==> src/rtl/spi_bus_arbiter_pkg.sv <==
// Shared types and constants for the two-master SPI flash pin arbiter.
// Covers state encodings, idle pin levels, the pin bundle and the round-robin pick.
package spi_bus_arbiter_pkg;

    localparam int unsigned HOLD_CNT_W = 24;

    typedef enum logic [1:0] {
        ARB_IDLE  = 2'd0,
        ARB_OWN   = 2'd1,
        ARB_GUARD = 2'd2
    } arb_state_t;

    // Master-driven flash pins travel together through the mux
    typedef struct packed {
        logic cs_b;
        logic sck;
        logic mosi;
    } spi_pins_t;

    localparam spi_pins_t IDLE_PINS = '{cs_b: 1'b1, sck: 1'b0, mosi: 1'b0};
    localparam logic      IDLE_MISO = 1'b1;

    // Winner among effective requests; a tie goes to whoever did not own last
    function automatic logic rr_pick(input logic [1:0] eff_req, input logic last_owner);
        logic pick;
        case (eff_req)
            2'b01:   pick = 1'b0;
            2'b10:   pick = 1'b1;
            2'b11:   pick = ~last_owner;
            default: pick = 1'b0;
        endcase
        return pick;
    endfunction

endpackage

==> src/rtl/spi_bus_arbiter_mux.sv <==
// Combinational 2:1 SPI pin mux between two masters and the flash.
// Forcing idle parks the flash pins and returns idle miso to both masters.
module spi_bus_mux
    import spi_bus_arbiter_pkg::*;
(
    input  logic      i_force_idle,
    input  logic      i_sel,
    input  spi_pins_t i_m0_pins,
    input  spi_pins_t i_m1_pins,
    input  logic      i_flash_miso,
    output spi_pins_t o_flash_pins_c,
    output logic      o_m0_miso_c,
    output logic      o_m1_miso_c
);

    always_comb begin
        o_flash_pins_c = IDLE_PINS;
        o_m0_miso_c    = IDLE_MISO;
        o_m1_miso_c    = IDLE_MISO;
        if (!i_force_idle) begin
            if (i_sel) begin
                o_flash_pins_c = i_m1_pins;
                o_m1_miso_c    = i_flash_miso;
            end else begin
                o_flash_pins_c = i_m0_pins;
                o_m0_miso_c    = i_flash_miso;
            end
        end
    end

endmodule

==> src/rtl/spi_bus_arbiter.sv <==
// Arbitrates the SPI flash pins between the USB bridge (master 0) and an on-chip
// client (master 1) with round-robin grant, CS-high guard time and optional hold timeout.
module spi_bus_arbiter
    import spi_bus_arbiter_pkg::*;
#(
    parameter int unsigned GUARD_CYCLES    = 4,
    parameter int unsigned MAX_HOLD_CYCLES = 0
) (
    input  logic       i_clk,
    input  logic       i_reset,
    input  logic [1:0] i_req,
    output logic [1:0] o_gnt,
    input  logic       i_m0_spi_cs_b,
    input  logic       i_m0_spi_sck,
    input  logic       i_m0_spi_mosi,
    output logic       o_m0_spi_miso,
    input  logic       i_m1_spi_cs_b,
    input  logic       i_m1_spi_sck,
    input  logic       i_m1_spi_mosi,
    output logic       o_m1_spi_miso,
    output logic       o_spi_cs_b,
    output logic       o_spi_sck,
    output logic       o_spi_mosi,
    input  logic       i_spi_miso,
    output logic       o_busy,
    output logic       o_hold_timeout
);

    // A zero guard still spends one idle cycle between owners
    localparam int unsigned GUARD_LOAD = (GUARD_CYCLES == 0) ? 0 : GUARD_CYCLES - 1;
    localparam int unsigned GUARD_W    = (GUARD_LOAD < 2) ? 1 : $clog2(GUARD_LOAD + 1);
    localparam logic        HOLD_EN    = (MAX_HOLD_CYCLES != 0);
    localparam logic [HOLD_CNT_W-1:0] HOLD_LAST =
        (MAX_HOLD_CYCLES == 0) ? '0 : HOLD_CNT_W'(MAX_HOLD_CYCLES - 1);

    arb_state_t            r_state;
    logic                  r_owner;
    logic                  r_last_owner;
    logic [GUARD_W-1:0]    r_guard_cnt;
    logic [HOLD_CNT_W-1:0] r_hold_cnt;
    logic [1:0]            r_drop_wait;
    logic [1:0]            r_gnt;
    logic                  r_busy;
    logic                  r_hold_timeout;

    logic [1:0] w_eff_req;
    logic       w_pick;
    logic       w_owner_req;
    logic       w_owner_cs_b;
    logic       w_release;
    logic       w_revoke;
    logic [1:0] w_drop_set;
    spi_pins_t  w_m0_pins;
    spi_pins_t  w_m1_pins;
    spi_pins_t  w_flash_pins;

    assign w_eff_req    = i_req & ~r_drop_wait;
    assign w_pick       = rr_pick(w_eff_req, r_last_owner);
    assign w_owner_req  = i_req[r_owner];
    assign w_owner_cs_b = r_owner ? i_m1_spi_cs_b : i_m0_spi_cs_b;
    // Normal release only between frames, i.e. with the owner's chip select high
    assign w_release    = ~w_owner_req & w_owner_cs_b;
    assign w_revoke     = HOLD_EN && (r_hold_cnt == HOLD_LAST);

    always_comb begin
        w_drop_set = 2'b00;
        if (r_state == ARB_OWN && !w_release && w_revoke) begin
            w_drop_set = r_owner ? 2'b10 : 2'b01;
        end
    end

    always_ff @(posedge i_clk) begin
        if (i_reset) begin
            r_state        <= ARB_IDLE;
            r_owner        <= 1'b0;
            r_last_owner   <= 1'b1;
            r_guard_cnt    <= '0;
            r_hold_cnt     <= '0;
            r_drop_wait    <= 2'b00;
            r_gnt          <= 2'b00;
            r_busy         <= 1'b0;
            r_hold_timeout <= 1'b0;
        end else begin
            r_hold_timeout <= 1'b0;
            // A revoked master stays masked until it lets go of its request
            r_drop_wait    <= (r_drop_wait | w_drop_set) & i_req;
            case (r_state)
                ARB_IDLE: begin
                    if (|w_eff_req) begin
                        r_owner    <= w_pick;
                        r_gnt      <= w_pick ? 2'b10 : 2'b01;
                        r_hold_cnt <= '0;
                        r_busy     <= 1'b1;
                        r_state    <= ARB_OWN;
                    end
                end
                ARB_OWN: begin
                    if (w_release || w_revoke) begin
                        r_gnt          <= 2'b00;
                        r_last_owner   <= r_owner;
                        r_guard_cnt    <= GUARD_W'(GUARD_LOAD);
                        r_hold_timeout <= ~w_release;
                        r_state        <= ARB_GUARD;
                    end else if (r_hold_cnt != '1) begin
                        r_hold_cnt <= r_hold_cnt + HOLD_CNT_W'(1);
                    end
                end
                ARB_GUARD: begin
                    if (r_guard_cnt == '0) begin
                        r_busy  <= 1'b0;
                        r_state <= ARB_IDLE;
                    end else begin
                        r_guard_cnt <= r_guard_cnt - GUARD_W'(1);
                    end
                end
                default: begin
                    r_gnt   <= 2'b00;
                    r_busy  <= 1'b0;
                    r_state <= ARB_IDLE;
                end
            endcase
        end
    end

    assign w_m0_pins = '{cs_b: i_m0_spi_cs_b, sck: i_m0_spi_sck, mosi: i_m0_spi_mosi};
    assign w_m1_pins = '{cs_b: i_m1_spi_cs_b, sck: i_m1_spi_sck, mosi: i_m1_spi_mosi};

    // Pin path is unpipelined: the bridge toggles sck every cycle
    spi_bus_mux u_mux (
        .i_force_idle   (r_state != ARB_OWN),
        .i_sel          (r_owner),
        .i_m0_pins      (w_m0_pins),
        .i_m1_pins      (w_m1_pins),
        .i_flash_miso   (i_spi_miso),
        .o_flash_pins_c (w_flash_pins),
        .o_m0_miso_c    (o_m0_spi_miso),
        .o_m1_miso_c    (o_m1_spi_miso)
    );

    assign o_spi_cs_b     = w_flash_pins.cs_b;
    assign o_spi_sck      = w_flash_pins.sck;
    assign o_spi_mosi     = w_flash_pins.mosi;
    assign o_gnt          = r_gnt;
    assign o_busy         = r_busy;
    assign o_hold_timeout = r_hold_timeout;

endmodule

==> config.mk <==
export PLATFORM = sky130hd
export DESIGN_NAME = spi_bus_arbiter
export DESIGN_NICKNAME = d
export VERILOG_FILES = /design/src/rtl/spi_bus_arbiter_pkg.sv /design/src/rtl/spi_bus_arbiter_mux.sv /design/src/rtl/spi_bus_arbiter.sv
export SDC_FILE = /design/constraint.sdc
export NUM_CORES = 1
export LEC_CHECK = 0
export CAP_MARGIN = 30
export CELL_PAD_IN_SITES_DETAIL_PLACEMENT = 0
export CELL_PAD_IN_SITES_GLOBAL_PLACEMENT = 1
export CORE_UTILIZATION = 35
export CTS_CLUSTER_DIAMETER = 80
export DETAILED_ROUTE_END_ITERATION = 10
export DONT_BUFFER_PORTS = 1
export PLACE_DENSITY = 0.69
export SETUP_SLACK_MARGIN = 0.5
export SLEW_MARGIN = 0
export SYNTH_ARGS = -nofsm -noshare
export SYNTH_HDL_FRONTEND = slang
export SYNTH_SLANG_ARGS = --single-unit
==> constraint.sdc <==
create_clock -name i_clk -period 2.6 [get_ports i_clk]
set_input_delay 0.26 -clock i_clk [delete_from_list [all_inputs] [get_ports i_clk]]
set_output_delay 0.26 -clock i_clk [all_outputs]
set_load 0.05 [all_outputs]
# --- Word-level counts from Yosys, hierarchy flattened ---
# Index checks and enable logic that the tools add are counted.
totals:
  output_inout_bits: 9
  regBits: 12
  inputBits: 11
  word_cells: 63
classes:
  addsub: 1
  magnitude_cmp: 1
  reduce_logical: 11
  eq_ne: 9
  mux: 24
  bitwise: 9
ops:
  columns: ["op", "count"]
  rows:
  - ["2-bit two-way mux", 8]
  - ["2-bit case mux with 3 select lines", 2]
  - ["3-bit AND reduction", 4]
  - ["1-bit two-way mux", 9]
  - ["2-bit != test (second input constant)", 4]
  - ["2-bit == test (second input constant)", 3]
  - ["3-bit two-way mux", 2]
  - ["1-bit NOT", 5]
  - ["2-bit AND", 2]
  - ["2-bit logical NOT", 2]
  - ["2-bit case mux with 2 select lines", 1]
  - ["2-bit AND reduction", 2]
  - ["1-bit case mux with 3 select lines", 1]
  - ["3-bit OR reduction", 1]
  - ["2-bit by 1-bit == test with 1-bit output (second input constant)", 1]
  - ["1-bit by 2-bit less-than comparator with 1-bit output (second input constant)", 1]
  - ["2-bit by 1-bit != test with 1-bit output (second input constant)", 1]
  - ["2-bit NOT", 1]
  - ["1-bit case mux with 2 select lines", 1]
  - ["2-bit nonzero test", 1]
  - ["2-bit OR reduction", 1]
  - ["2-bit by 1-bit subtractor with 2-bit output (second input constant)", 1]
  - ["1-bit AND", 1]

# --- Logic depth before layout (Yosys ltp) ---
# Gate-level depths: netlist (run 1).
logic_depth:
  ltp_word: 7
  mapped_depth: 5
  depth_no_buf: 5

# --- Hierarchy ---
# From an unflattened synthesis (run 1), not the netlist that was laid out.
unflattened:
  cells_unflattened: 69
  area_unflattened_um2: 604.3
modules_own_cells:
  columns: ["mod", "cells_each", "n_inst", "seq_area_each_um2", "area_per_inst_um2"]
  rows:
  - ["spi_bus_arbiter", 60, 1, 240.2, 548.0]
  - ["spi_bus_mux", 9, 1, 0.0, 56.3]

# --- Worst setup path after synthesis (run 1) ---
# OpenSTA, ideal clock, no wires.
synth_timing:
  path_kind: "reg-to-output"
  from: "register r_state[0]"
  to: "output port o_spi_mosi"
  required_time_ps: 2340
  arrival_time_ps: 1308
  n_path_buf: 1
  path_stages_with_launch: 4
  slack_ps: 1032
  path_cell_list: "dfxtp_1 > buf_2 > nand2_1 > nor2_1"
synth_between:
  elab_chain_len: 2
synth_rtl:
  columns: ["element", "line_no", "source"]
  rows:
  - ["start, declared", "spi_bus_arbiter.sv:36", "arb_state_t r_state;"]
  - ["start signal, assigned", "spi_bus_arbiter.sv:74", "r_state <= ARB_IDLE;"]
  - ["start signal, assigned", "spi_bus_arbiter.sv:94", "r_state <= ARB_OWN;"]
  - ["start signal, assigned", "spi_bus_arbiter.sv:103", "r_state <= ARB_GUARD;"]
  - ["2-bit by 1-bit != test with 1-bit output", "spi_bus_arbiter.sv:130", ".i_force_idle (r_state != ARB_OWN),"]
  - ["3-bit two-way mux", "spi_bus_arbiter_mux.sv:20", "if (!i_force_idle) begin"]
  - ["end, declared", "spi_bus_arbiter.sv:23", "output logic o_spi_mosi,"]
# Every way passes these cells.

# --- Worst setup path in the final report (run 1) ---
layout_timing:
  from: "register r_state[0]"
  to: "output port o_m0_spi_miso"
layout_between:
  elab_chain_len: 2
layout_rtl:
  columns: ["element", "line_no", "source"]
  rows:
  - ["2-bit by 1-bit != test with 1-bit output", "spi_bus_arbiter.sv:130", null]
  - ["1-bit two-way mux", "spi_bus_arbiter_mux.sv:20", null]
  - ["end, declared", "spi_bus_arbiter.sv:16", "output logic o_m0_spi_miso,"]
# Every way passes these cells.

==> summary.txt, run 1 <==
Cell area after layout: 657 um^2
Die height: 43.9 um
Tmin final: 1890 ps
Max cap viols: 0
DRC: 2
Period utilization: 72.7%
Area taken by multi-input logic gates: 344 um^2
Gate Count Post-Synth: 73
Worst Skew: 2.52 ps
Initial antenna violation count: 0
Pre-Repair DR Iteration Count: 9
Seq/Total Area, Yosys: 39.0%
Fmax: 529 MHz
Distinct cells, synth: 28
Yosys top cell by area: dfxtp_1
Hold Startpoint: i_reset
Final wirelength: 1.21 mm
Worst EP arrival: 1630 ps
IO Count: 20
Share of cells above drive strength 1: 14.7%
# rows: 14
Starting Density: 39.0%
Largest net degree at the start of global routing: 12
RSZ-0062 raised after global routing: false
CP max FO: 11
Vias in the first global route: 483
Post-layout nets: 89
Hold depth: 1
Most common cell after layout, fill and taps aside: nor2_1
Slowest cell delay on critical path: 580 ps
Actual slew at the worst max-slew pin: 506 ps
Synth Cell Area: 616 um^2
Peak VDD IR: 0.287 mV
LEAKAGE: 0.000246 uW
First-pass GRT wire length: 2.05 mm
Via count: 504
Ranking of synthesized cells by area: dfxtp_1 (39%), nor2_1 (7.9%), nand2_1 (6.1%), mux2i_1 (4.9%), a221oi_2 (4.9%)
Critical R2R Launch: r_owner
PortBufs: 0
Post-CTS Resized: 0
Setup tns final: 0 ps
CP cell instances: nand2_1 -> or3_1
Req. time, crit path: 2340 ps
RePlAce Congestion: 0.746
Clock transition at path regs: 70 ps
DR iter-0 viols: 14
Max-slew headroom: 66.2%
PwrDens: 645 nW/um^2
Post-DP HPWL: 916 um
Element type at the critical path end: output pin
# fillers: 169
Reg2reg path depth: 4
Synthesis Warnings: 0
Max H-tree Level: 1
Synth top area share: 39.0%
Post-route ant nets: 0
Placed instance area: 634 um^2
Final-report max-slew violation count: 0
Routed len/inst: 13.3 um
CTS Root Cell: clkbuf_4
Failing checks: design-rule violations
CTS Buf Count: 3
Setup CP Type: reg2out
GRT Total Usage: 14.6%
Max clock buf depth: 2
Hold Crit Endpoint: r_state[0]
Total grt overflow: 0
Worst path slowest cell: dfxtp_1
RR Endpoint: r_last_owner
Hold Fails Final Rpt: 0
Register Area: 240 um^2
Synth Area per Inst: 8.43 um^2
Drt via density: 5.54
Die width: 43.9 um
Skew-Pair Late Insertion Delay: 270 ps
Seq cells post-synth: 12
Worst R2R Setup Slack: 1150 ps
CTS Hold Bufs: 0
Die ar.: 1930 um^2
Ant diodes: 0
Syn nets: 85
CTS tree: done
Status: complete, but fails checks
Critical Path Start Type: flip-flop
Endpoints failing setup: 0
Core ar.: 1580 um^2
Synth-to-layout area growth: 6.71%
Clk sinks: 12
# Post-CTS Setup Buffers: 0
Most frequent cells in the layout: nor2_1 (13), dfxtp_1 (12), nand2_1 (10), nand2b_1 (4)
Hold WC Path Type: in2reg
-- cells in the mapped netlist (all sizes together) --
cell	instances
a22oi	2
o21ai	3
a2111oi	1
a41oi	1
a211o	2
a22o	1
nand2b	4
conb	1
mux2i	3
nor2	13
buf	2
dfxtp	12
clkbuf	1
inv	4
or3	1
ha	1
nor3	2
a21oi	2
nand3b	1
a221oi	2
o2bb2ai	1
nor2b	2
a31oi	1
nand2	10
-- worst max path at each step --
stage                    start       endpoint  slack, ps  cells past startpoint
floorplan           r_state[0]     o_spi_mosi       1030                      3
CTS                 r_state[0]  o_m0_spi_miso        700                      2
global placement    r_state[0]  o_m0_spi_miso       1030                      2
global route        r_state[0]  o_m0_spi_miso        610                      2
detailed placement  r_state[0]  o_m0_spi_miso       1000                      2
finish              r_state[0]  o_m0_spi_miso        710                      2
-- worst max-delay path: cells and delay by family (launching register included) --
| kind | cells | cell delay (ps) |
|---|---|---|
| simple gates | 2 | 780 |
| flops | 1 | 580 |
-- registers in the layout, summed over array words and instances (netlist names) --
register and count:
r_last_owner 1, r_drop_wait 2, o_busy 1, o_hold_timeout 1, r_guard_cnt 2, r_owner 1, o_gnt 2, r_state 2
-- area by class of cell --
type	instances	area share, %
multi-input combinational	54	52.4
sequential	12	36.6
clock buffer	3	3.43
tap	16	3.05
timing repair buffer	2	2.29
inverter	4	2.29
-- routing by layer --
metal	global-route usage, %	wire length, um
met2	21.5	491
met4	9.09	23
met1	18.0	598
met5	0	0
met3	5.42	97
-- stage by stage --
| stage | instances | power [uW] | util, % | hold slack, ps | setup WS (ps) |
|---|---|---|---|---|---|
| floorplan | 73 | 308 | - | 374 | 1030 |
| global placement | 88 | 318 | 40.2 | 330 | 1030 |
| detailed placement | 88 | 319 | 40.2 | 330 | 999 |
| CTS | 91 | 429 | 41.7 | 43.6 | 703 |
| global route | 91 | 450 | 41.7 | 31.0 | 611 |
| finish | 91 | 424 | 41.7 | 51.1 | 710 |
-- logic make-up after synthesis --
family | after synthesis | share of synthesized area [%]
DFF | 12 | 39.0
and+or+nand+nor | 33 | 25.8
other | 1 | 0.609
muxes | 3 | 4.88
buffers and inverters | 7 | 5.08
adders and majority gates | 1 | 2.03
AOI/OAI and AO/OA | 16 | 22.6
-- power by group --
| group | internal, uW | switching [uW] | total, uW |
|---|---|---|---|
| Clock | 53.6 | 55.7 | 109 |
| Sequential | 197 | 34.6 | 232 |
| Combinational | 31.2 | 51.7 | 82.9 |
Note: power is estimated with default switching activity, not from simulation.
==> inputs of run 2 (changes only) <==
--- a/config.mk
+++ b/config.mk
@@ -12,7 +12,7 @@
 export CTS_CLUSTER_DIAMETER = 80
 export DETAILED_ROUTE_END_ITERATION = 10
 export DONT_BUFFER_PORTS = 1
-export PLACE_DENSITY = 0.69
+export PLACE_DENSITY = 0.72
 export SETUP_SLACK_MARGIN = 0.5
 export SLEW_MARGIN = 0
 export SYNTH_ARGS = -nofsm -noshare
==> constraint.sdc (replaced) <==
create_clock -name i_clk -period 1.6 [get_ports i_clk]
set_input_delay 0.16 -clock i_clk [delete_from_list [all_inputs] [get_ports i_clk]]
set_output_delay 0.16 -clock i_clk [all_outputs]
set_load 0.05 [all_outputs]
==> summary.txt, run 2 (synthesized netlist as in run 1, its figures left out) <==
Hold Fails Final Rpt: 0 (unchanged)
Initial antenna violation count: 0 (unchanged)
Share of cells above drive strength 1: 52.2% (+38 points)
Element type at the critical path end: output pin
Hold WC Path Type: in2reg
Die height: 43.9 um (unchanged)
Post-DP HPWL: 897 um (-2.1%)
Fmax: 732 MHz
PwrDens: 851 nW/um^2 (+32%)
Pre-Repair DR Iteration Count: 7 (-2)
# rows: 14 (unchanged)
Via count: 580 (+15%)
IO Count: 20 (unchanged)
Peak VDD IR: 0.599 mV (+110%)
Top Usage Layer GRT: met2
Most frequent cells in the layout: buf_4 (12), nor2_1 (9), dfxtp_1 (7), nand2_1 (5), nand2b_1 (4)
Setup CP Type: reg2out
M1 GR Usage: 21.2% (+3.2 points)
Register Area: 254 um^2 (+5.7%)
Starting Density: 39.0% (unchanged)
Req. time, crit path: 1440 ps (-900 ps)
RR Endpoint: o_gnt[1]
Max clock buf depth: 2 (unchanged)
CP startpoint: r_state[0]
CP max FO: 7 (-4)
Cell area after layout: 941 um^2 (+43%)
Critical R2R Launch: r_state[1]
Max H-tree Level: 1 (unchanged)
Endpoints failing setup: 0 (unchanged)
Clk sinks: 12 (unchanged)
CTS Root Cell: clkbuf_4
Ant diodes: 0 (unchanged)
Placed instance area: 684 um^2 (+7.9%)
Vias in the first global route: 573 (+19%)
Failing checks: design-rule violations
PortBufs: 0 (unchanged)
DR iter-0 viols: 16 (+2)
Period utilization: 85.4%
Actual slew at the worst max-slew pin: 510 ps (+3.89 ps)
Worst EP arrival: 1210 ps (-420 ps)
Max-slew headroom: 65.9% (-0.26 points)
Final wirelength: 1.48 mm (+22%)
Post-layout nets: 104 (+17%)
Synth-to-layout area growth: 52.8%
Clock transition at path regs: 70 ps (about the same)
Worst Skew: 4.57 ps (+2.06 ps)
Skew-Pair Late Insertion Delay: 270 ps (about the same)
First-pass GRT wire length: 2.35 mm (+14%)
Worst R2R Setup Slack: 310 ps (-840 ps)
Drt via density: 5.47 (-1.2%)
Largest net degree at the start of global routing: 10 (-2)
Routed len/inst: 13.9 um (+4.6%)
GRT Total Usage: 17.5% (+2.9 points)
Area taken by multi-input logic gates: 478 um^2 (+39%)
RePlAce Congestion: 0.753 (+0.86%)
Tmin final: 1370 ps
Status: complete, but fails checks
Setup tns final: 0 ps (unchanged)
Critical Path Start Type: flip-flop
RSZ-0062 raised after global routing: true
Reg2reg path depth: 6 (+2)
LEAKAGE: 0.000363 uW (+48%)
Core ar.: 1580 um^2 (unchanged)
Die ar.: 1930 um^2 (unchanged)
DRC: 2 (unchanged)
CTS tree: done
Final-report max-slew violation count: 0 (unchanged)
# fillers: 136 (-20%)
Max cap viols: 0 (unchanged)
Grt met2 use: 28.1% (+6.6 points)
Die width: 43.9 um (unchanged)
Total grt overflow: 0 (unchanged)
CTS Buf Count: 3 (unchanged)
Crit path to: o_m0_spi_miso
Post-route ant nets: 0 (unchanged)
Routing usage on met3: 3.75% (-1.7 points)
Most common cell after layout, fill and taps aside: buf_4
==> run 2: cell count changes in the layout (fill, tap and decap cells not counted), sizes merged <==
cell | previous run | this run
buf | 2 | 14
dlygate4sd3 | 0 | 3
==> run 2: power by group <==
part           internal (uW)  switching (uW)  total, uW  leakage [uW]
clock                   87.2            98.4        186     0.0000138
sequential               321            46.9        368      0.000101
combinational            112             135        247      0.000248
total                    520             280        800      0.000363
==> run 2: per-layer routing <==
layer / up-vias / wire [um]
li1: 288 / -
met1: 268 / 672
met2: 20 / 688
met3: 4 / 86
met4: 0 / 29
met5: - / 0
==> run 2: timing repair <==
item / 4_1_cts / 5_1_grt
hold buffers: 3 / 0
gates resized for setup: 16 / 12
buffers inserted: 9 / 4
cloned: 0 / 0
endpoints found under the hold margin: 9 / 0
pin swaps: 9 / 9
endpoints found under the setup margin: 11 / 14
==> run 2: layout make-up <==
type / instances / area share [%]
clock buffer: 3 / 2.39
multi-input combinational: 54 / 50.8
timing repair buffer: 17 / 15.6
sequential: 12 / 27.0
tap: 16 / 2.13
inverter: 4 / 2.13
==> run 2: per-stage QoR <==
stage          utilization [%]  std cells  worst slack [ps]  hold WS (ps)  power [uW]
6_report                  59.7        106               233          55.0         800
3_5_place_dp              43.4         87               331           224         548
4_1_cts                   54.4        102               229          63.9         771
2_1_floorplan                -         73               458           274         539
5_1_grt                   59.7        106               201          62.9         842
3_3_place_gp              43.4         87               355           223         549
==> run 2: worst max-delay path: stages (launching register included) <==
cell and delay (ps):
dfxtp_4 420, nand2_8 80, or3_4 430
==> run 2: how the worst min path moves through the flow <==
stage	from	endpoint	cells after the start	slack (ps)
2_1_floorplan	i_req[0]	r_drop_wait[0]	2	270
3_3_place_gp	i_reset	r_state[0]	1	220
3_5_place_dp	i_reset	r_state[0]	1	220
4_1_cts	i_reset	o_gnt[0]	2	60
5_1_grt	i_reset	o_gnt[0]	2	60
6_report	i_reset	o_gnt[0]	2	60
